### config.mk
export PLATFORM = sky130hd
export DESIGN_NAME = uvmt_reset_st_rst_gen
export DESIGN_NICKNAME = d
export VERILOG_FILES = /design/src/rtl/uvmt_reset_st_rst_gen_pkg.sv /design/src/rtl/uvmt_reset_st_rst_gen.sv
export SDC_FILE = /design/constraint.sdc
export NUM_CORES = 1
export LEC_CHECK = 0
export BUFFER_PORTS_ARGS = -buffer_cell sky130_fd_sc_hd__buf_2
export CAP_MARGIN = 25
export CORE_ASPECT_RATIO = 0.75
export CORE_MARGIN = 4
export CORE_UTILIZATION = 35
export CTS_CLUSTER_DIAMETER = 120
export CTS_CLUSTER_SIZE = 12
export DETAILED_ROUTE_END_ITERATION = 12
export PLACE_DENSITY = 0.54
export SYNTH_ARGS = -nofsm -noshare
export SYNTH_HDL_FRONTEND = slang
export SYNTH_SLANG_ARGS = --single-unit
### constraint.sdc
create_clock -name clk -period 7.1 [get_ports clk]
set_input_delay 1.42 -clock clk [delete_from_list [all_inputs] [get_ports clk]]
set_output_delay 1.42 -clock clk [all_outputs]
set_load 0.01 [all_outputs]
### src/rtl/uvmt_reset_st_rst_gen_pkg.sv
// Shared types and helpers for the reset-pulse generator.
// The pulse duration clamp lives here so the RTL and its users agree on it.
package uvmt_reset_st_rst_gen_pkg;

    typedef enum logic [1:0] {
        INIT   = 2'd0,
        IDLE   = 2'd1,
        ASSERT = 2'd2,
        SETTLE = 2'd3
    } state_t;

    // Effective pulse length: requests shorter than min_cycles are stretched.
    function automatic logic [31:0] eff_dur(input logic [31:0] dur, input logic [31:0] min_cycles);
        return (dur < min_cycles) ? min_cycles : dur;
    endfunction

endpackage

### src/rtl/uvmt_reset_st_rst_gen.sv
// Reset-pulse generator: holds reset after power-up, then emits requested
// pulses of a programmed length, each followed by a quiet settle window.
module uvmt_reset_st_rst_gen
    import uvmt_reset_st_rst_gen_pkg::*;
#(
    parameter int DUR_W         = 16,
    parameter int CNT_W         = 8,
    parameter int INIT_CYCLES   = 8,
    parameter int MIN_CYCLES    = 2,
    parameter int SETTLE_CYCLES = 4,
    parameter int ACTIVE_LOW    = 1
) (
    input  logic             clk,
    input  logic             reset,
    input  logic             req_valid,
    output logic             req_ready,
    input  logic [DUR_W-1:0] req_duration,
    output logic             reset_o,
    output logic             rst_active,
    output logic             done,
    output logic [CNT_W-1:0] pulse_count,
    output logic             clamped
);

    localparam int MAX_P = (INIT_CYCLES > MIN_CYCLES)
                         ? ((INIT_CYCLES > SETTLE_CYCLES) ? INIT_CYCLES : SETTLE_CYCLES)
                         : ((MIN_CYCLES > SETTLE_CYCLES) ? MIN_CYCLES : SETTLE_CYCLES);
    localparam int P_W   = $clog2(MAX_P + 1);
    // One spare bit so a full-scale duration never wraps the counter.
    localparam int CW    = ((DUR_W > P_W) ? DUR_W : P_W) + 1;

    localparam logic          ASSERTED  = (ACTIVE_LOW != 0) ? 1'b0 : 1'b1;
    localparam logic [CW-1:0] INIT_LD   = CW'(INIT_CYCLES - 1);
    localparam logic [CW-1:0] SETTLE_LD = CW'((SETTLE_CYCLES > 0) ? SETTLE_CYCLES - 1 : 0);

    state_t        state, state_nxt;
    logic [CW-1:0] cnt, cnt_nxt;
    logic          init_pass;
    logic          hs;
    logic          act_nxt, ready_nxt, done_nxt, clamp_nxt;

    assign hs = req_valid && req_ready;

    always_ff @(posedge clk) begin
        if (reset) begin
            state     <= INIT;
            cnt       <= INIT_LD;
            init_pass <= 1'b1;
        end else begin
            state <= state_nxt;
            cnt   <= cnt_nxt;
            if (state_nxt == IDLE)
                init_pass <= 1'b0;
        end
    end

    always_comb begin
        state_nxt = state;
        cnt_nxt   = cnt;
        case (state)
            INIT, ASSERT: begin
                if (cnt == '0) begin
                    if (SETTLE_CYCLES > 0) begin
                        state_nxt = SETTLE;
                        cnt_nxt   = SETTLE_LD;
                    end else begin
                        state_nxt = IDLE;
                    end
                end else begin
                    cnt_nxt = cnt - 1'b1;
                end
            end
            IDLE: begin
                if (hs) begin
                    state_nxt = ASSERT;
                    cnt_nxt   = CW'(eff_dur(32'(req_duration), 32'(MIN_CYCLES)) - 32'd1);
                end
            end
            SETTLE: begin
                if (cnt == '0)
                    state_nxt = IDLE;
                else
                    cnt_nxt = cnt - 1'b1;
            end
            default: begin
                state_nxt = INIT;
                cnt_nxt   = INIT_LD;
            end
        endcase
    end

    // Outputs are computed from the upcoming state and registered below.
    always_comb begin
        act_nxt   = (state_nxt == INIT) || (state_nxt == ASSERT);
        ready_nxt = (state_nxt == IDLE);
        done_nxt  = (state != IDLE) && (state_nxt == IDLE) && !init_pass;
        clamp_nxt = (state == IDLE) && hs && (32'(req_duration) < 32'(MIN_CYCLES));
    end

    always_ff @(posedge clk) begin
        if (reset) begin
            reset_o     <= ASSERTED;
            rst_active  <= 1'b1;
            req_ready   <= 1'b0;
            done        <= 1'b0;
            clamped     <= 1'b0;
            pulse_count <= '0;
        end else begin
            reset_o    <= act_nxt ? ASSERTED : ~ASSERTED;
            rst_active <= act_nxt;
            req_ready  <= ready_nxt;
            done       <= done_nxt;
            clamped    <= clamp_nxt;
            if (done_nxt && (pulse_count != '1))
                pulse_count <= pulse_count + 1'b1;
        end
    end

endmodule

==> results.json <==
{
  "cts_hold_buffers": 0,
  "drc": 0,
  "die_h_um": 71.7,
  "power.density_nw_per_um2": 182,
  "min_path_type": "flip-flop to flip-flop",
  "seqPwrFrac_pct": 46.3,
  "cts.sinks": 32,
  "final_area_sq_um": 2230,
  "numCtsBuffers": 5,
  "grt_overflow": 0,
  "post-dp-hpwl_um": 3810,
  "post-route-period-util_pct": 66.0,
  "cts_htree_levels": 2,
  "cp_data_arrival_time_ps": 4870,
  "first_pass_iters": 4,
  "syn_area_per_cell_sq_um": 7.83,
  "switching_share_pct": 25.0,
  "final_core_util_pct": 44.0,
  "die_w_um": 93.0,
  "synthFlopType": "dfxtp_1",
  "rsz0062_at_grt": "no",
  "p_sw_w": 0.000102,
  "syn_to_final_growth_pct": 17.7,
  "vdd_ir_drop_max_v": 0.0000845,
  "avgRoutedWirePerCell_um": 15.0,
  "vias_per_cell": 5.53,
  "fin_crit_ps": 4690,
  "status": "complete, no violations",
  "pwr-share-clk_pct": 43.4,
  "diodes": 0,
  "syn_inst": 242,
  "regArea_sq_um": 641,
  "criticalPathCategory": "input port to flip-flop",
  "max-slew-margin-rel_pct": 47.5,
  "die-area_sq_um": 6670,
  "cts.reportedPaths.clkPinSlew_ps": 70,
  "critical_path_required_ps": 7280,
  "grt_antenna_before_repair": 0,
  "tns_ps": 0,
  "post_cts_buffers": 0,
  "endpoint_kind": "flip-flop",
  "insertion_delay_ps": 290,
  "ff2ff_setup_slack_ps": 4050,
  "hold_end": "pulse_count[1]$_SDFFE_PP0P_",
  "place_area_sq_um": 2120,
  "grtUsageTotal_pct": 16.2,
  "r2r_start": "cnt[0]$_SDFFE_PP1P_",
  "drive_gt1_share_pct": 17.0,
  "core.rowCount": 22,
  "clock_path_buffers": 2,
  "post-place-ws_ps": 2200,
  "holdWs_ps": 502,
  "yosysWarnings": 0,
  "drtIter0Drc": 141,
  "grt_pass1_wl_um": 8590,
  "hold_path_depth": 2,
  "multiInputGateArea_sq_um": 1190,
  "reg2regPathDepth": 8,
  "initial_core_util_pct": 37.4,
  "async_flop_share_pct": 0,
  "clockRootBuffer": "clkbuf_8",
  "synth-edff-count": 0,
  "reg2reg_to": "cnt[2]$_SDFFE_PP1P_",
  "leakage_nw": 0.846,
  "hold_viol": 0,
  "ant_nets": 0,
  "maxCapViolations": 0,
  "routed_wl_um": 5230,
  "hold_start": "pulse_count[1]$_SDFFE_PP0P_",
  "pwr-share-comb_pct": 10.3,
  "p_int_w": 0.000305,
  "synth_nets": 264,
  "num_io_pins": 32,
  "port_buffers": 31,
  "cts_resized": 0,
  "tightest_slew_ps": 785,
  "seq_area_frac_synth_pct": 33.8,
  "nets": 297,
  "gp_congestion": 0.838,
  "fillers": 539,
  "fin_ws_ps": 2410,
  "ys_types": 43,
  "vias": 1924,
  "ys_ff_latch": 32,
  "synth_area_sq_um": 1900,
  "grt_pass1_vias": 1689,
  "crit_path_max_fanout": 5,
  "setup_violations": 0,
  "report.final.slew_viol_count": 0,
  "start_kind": "input port",
  "fmax_mhz": 213,
  "cts_tree": "yes",
  "core_area_sq_um": 5060,
  "clock-skew-final_ps": 7.45,
  "grt_max_degree": 24
}
cells by family (layout without fill, tap and decap cells):
group / Yosys count / count (layout) / share of synthesized area, %
AOI/OAI and AO/OA: 67 / 67 / 23.1
xor gates and xnor gates: 15 / 15 / 6.93
adders and majority gates: 3 / 3 / 1.98
buffers and inverters: 14 / 48 / 3.30
DFF: 32 / 32 / 33.8
muxes: 2 / 2 / 1.19
and+or+nand+nor: 109 / 109 / 29.7
metal layers:
| layer | GRT usage (%) | part of all wire (%) | vias to the layer above |
|---|---|---|---|
| met3 | 3.67 | 5.1 | 5 |
| met4 | 4.88 | 1.1 | 0 |
| li1 | - | - | 985 |
| met2 | 22.5 | 42 | 49 |
| met5 | 0 | 0 | - |
| met1 | 24.5 | 52 | 885 |
synthesized netlist by cell type (2+ instances only):
cell type  number  share of area [%]
or3_1           9                3.0
xor2_1          7                3.2
a32o_1          9                4.8
o32ai_1         5                2.3
mux2_2          2                1.2
xnor2_1         8                3.7
inv_1           6                1.2
nand2_1        18                3.6
and2_1          3               0.99
nand3_1         9                2.4
nor2_1         26                5.1
or4_1           3                1.2
nand2b_1        3               0.99
o21ai_0        23                6.1
nand4_1         5                1.7
o22ai_1         3               0.99
nor2b_1         2               0.66
a21oi_1        15                4.0
clkbuf_1        4               0.79
o31ai_1         2               0.79
nor3_1         17                4.5
nor4_1          8                2.6
dfxtp_1        32                 34
ha_1            3                2.0
buf_2           2               0.53
critical path, cell delays in order:
cell	delay, ps
buf_2	110
nor4_1	590
nand4_1	300
or3_1	400
nand2_1	100
ha_1	200
or4b_1	510
or3_1	460
nor4_1	270
xnor2_1	170
o32ai_1	110
a32o_1	230
worst max path at each step:
| stage | startpoint | to | slack [ps] |
|---|---|---|---|
| after detailed placement | req_duration[12] | cnt[12]$_SDFFE_PP0P_ | 2200 |
| after floorplan | req_duration[12] | cnt[12]$_SDFFE_PP0P_ | 2840 |
| final | req_duration[12] | cnt[12]$_SDFFE_PP0P_ | 2410 |
| after global routing | req_duration[11] | cnt[12]$_SDFFE_PP0P_ | 2320 |
| after global placement | req_duration[12] | cnt[12]$_SDFFE_PP0P_ | 2250 |
| after CTS | req_duration[12] | cnt[12]$_SDFFE_PP0P_ | 2480 |
state kept, by name (all words and copies together), names as in the netlist:
register	flops
pulse_count	8
state	2
cnt	17
init_pass	1
done	1
rst_active	1
req_ready	1
clamped	1
stage by stage:
step	total power (W)	std cells
5_1_grt	0.000423	348
3_3_place_gp	0.000234	340
2_1_floorplan	0.000217	242
6_report	0.000407	348
3_5_place_dp	0.000234	340
4_1_cts	0.000410	348
placed cells by master, fill, tap and decap left out, types with 3 or more instances in the layout:
cell / synthesis / routed
a21oi_1: 15 / 15
a32o_1: 9 / 9
and2_1: 3 / 3
buf_2: 2 / 31
clkbuf_8: 0 / 5
dfxtp_1: 32 / 32
ha_1: 3 / 3
inv_1: 6 / 6
nand2_1: 18 / 18
nand2b_1: 3 / 3
nand3_1: 9 / 9
nand4_1: 5 / 5
nor2_1: 26 / 26
nor3_1: 17 / 17
nor4_1: 8 / 8
o21ai_0: 23 / 23
o22ai_1: 3 / 3
o32ai_1: 5 / 5
or3_1: 9 / 9
or4_1: 3 / 3
xnor2_1: 8 / 8
xor2_1: 7 / 7
power groups by stage:
stage / Clock (W) / Sequential, W / Combinational [W]
3_3_place_gp: 0 / 0.000192 / 0.0000423
4_1_cts: 0.000179 / 0.000188 / 0.0000421
5_1_grt: 0.000187 / 0.000189 / 0.0000470
3_5_place_dp: 0 / 0.000192 / 0.0000417
6_report: 0.000176 / 0.000188 / 0.0000420
2_1_floorplan: 0 / 0.000191 / 0.0000260
final cells by class:
class | count | area share, %
Clock buffer | 5 | 3.08
Clock inverter | 3 | 1.91
Inverter | 7 | 1.18
Multi-Input combinational cell | 196 | 53.4
Sequential cell | 32 | 28.7
Tap cell | 72 | 4.04
Timing Repair Buffer | 33 | 7.63
Power figures use the tool's default switching activity.
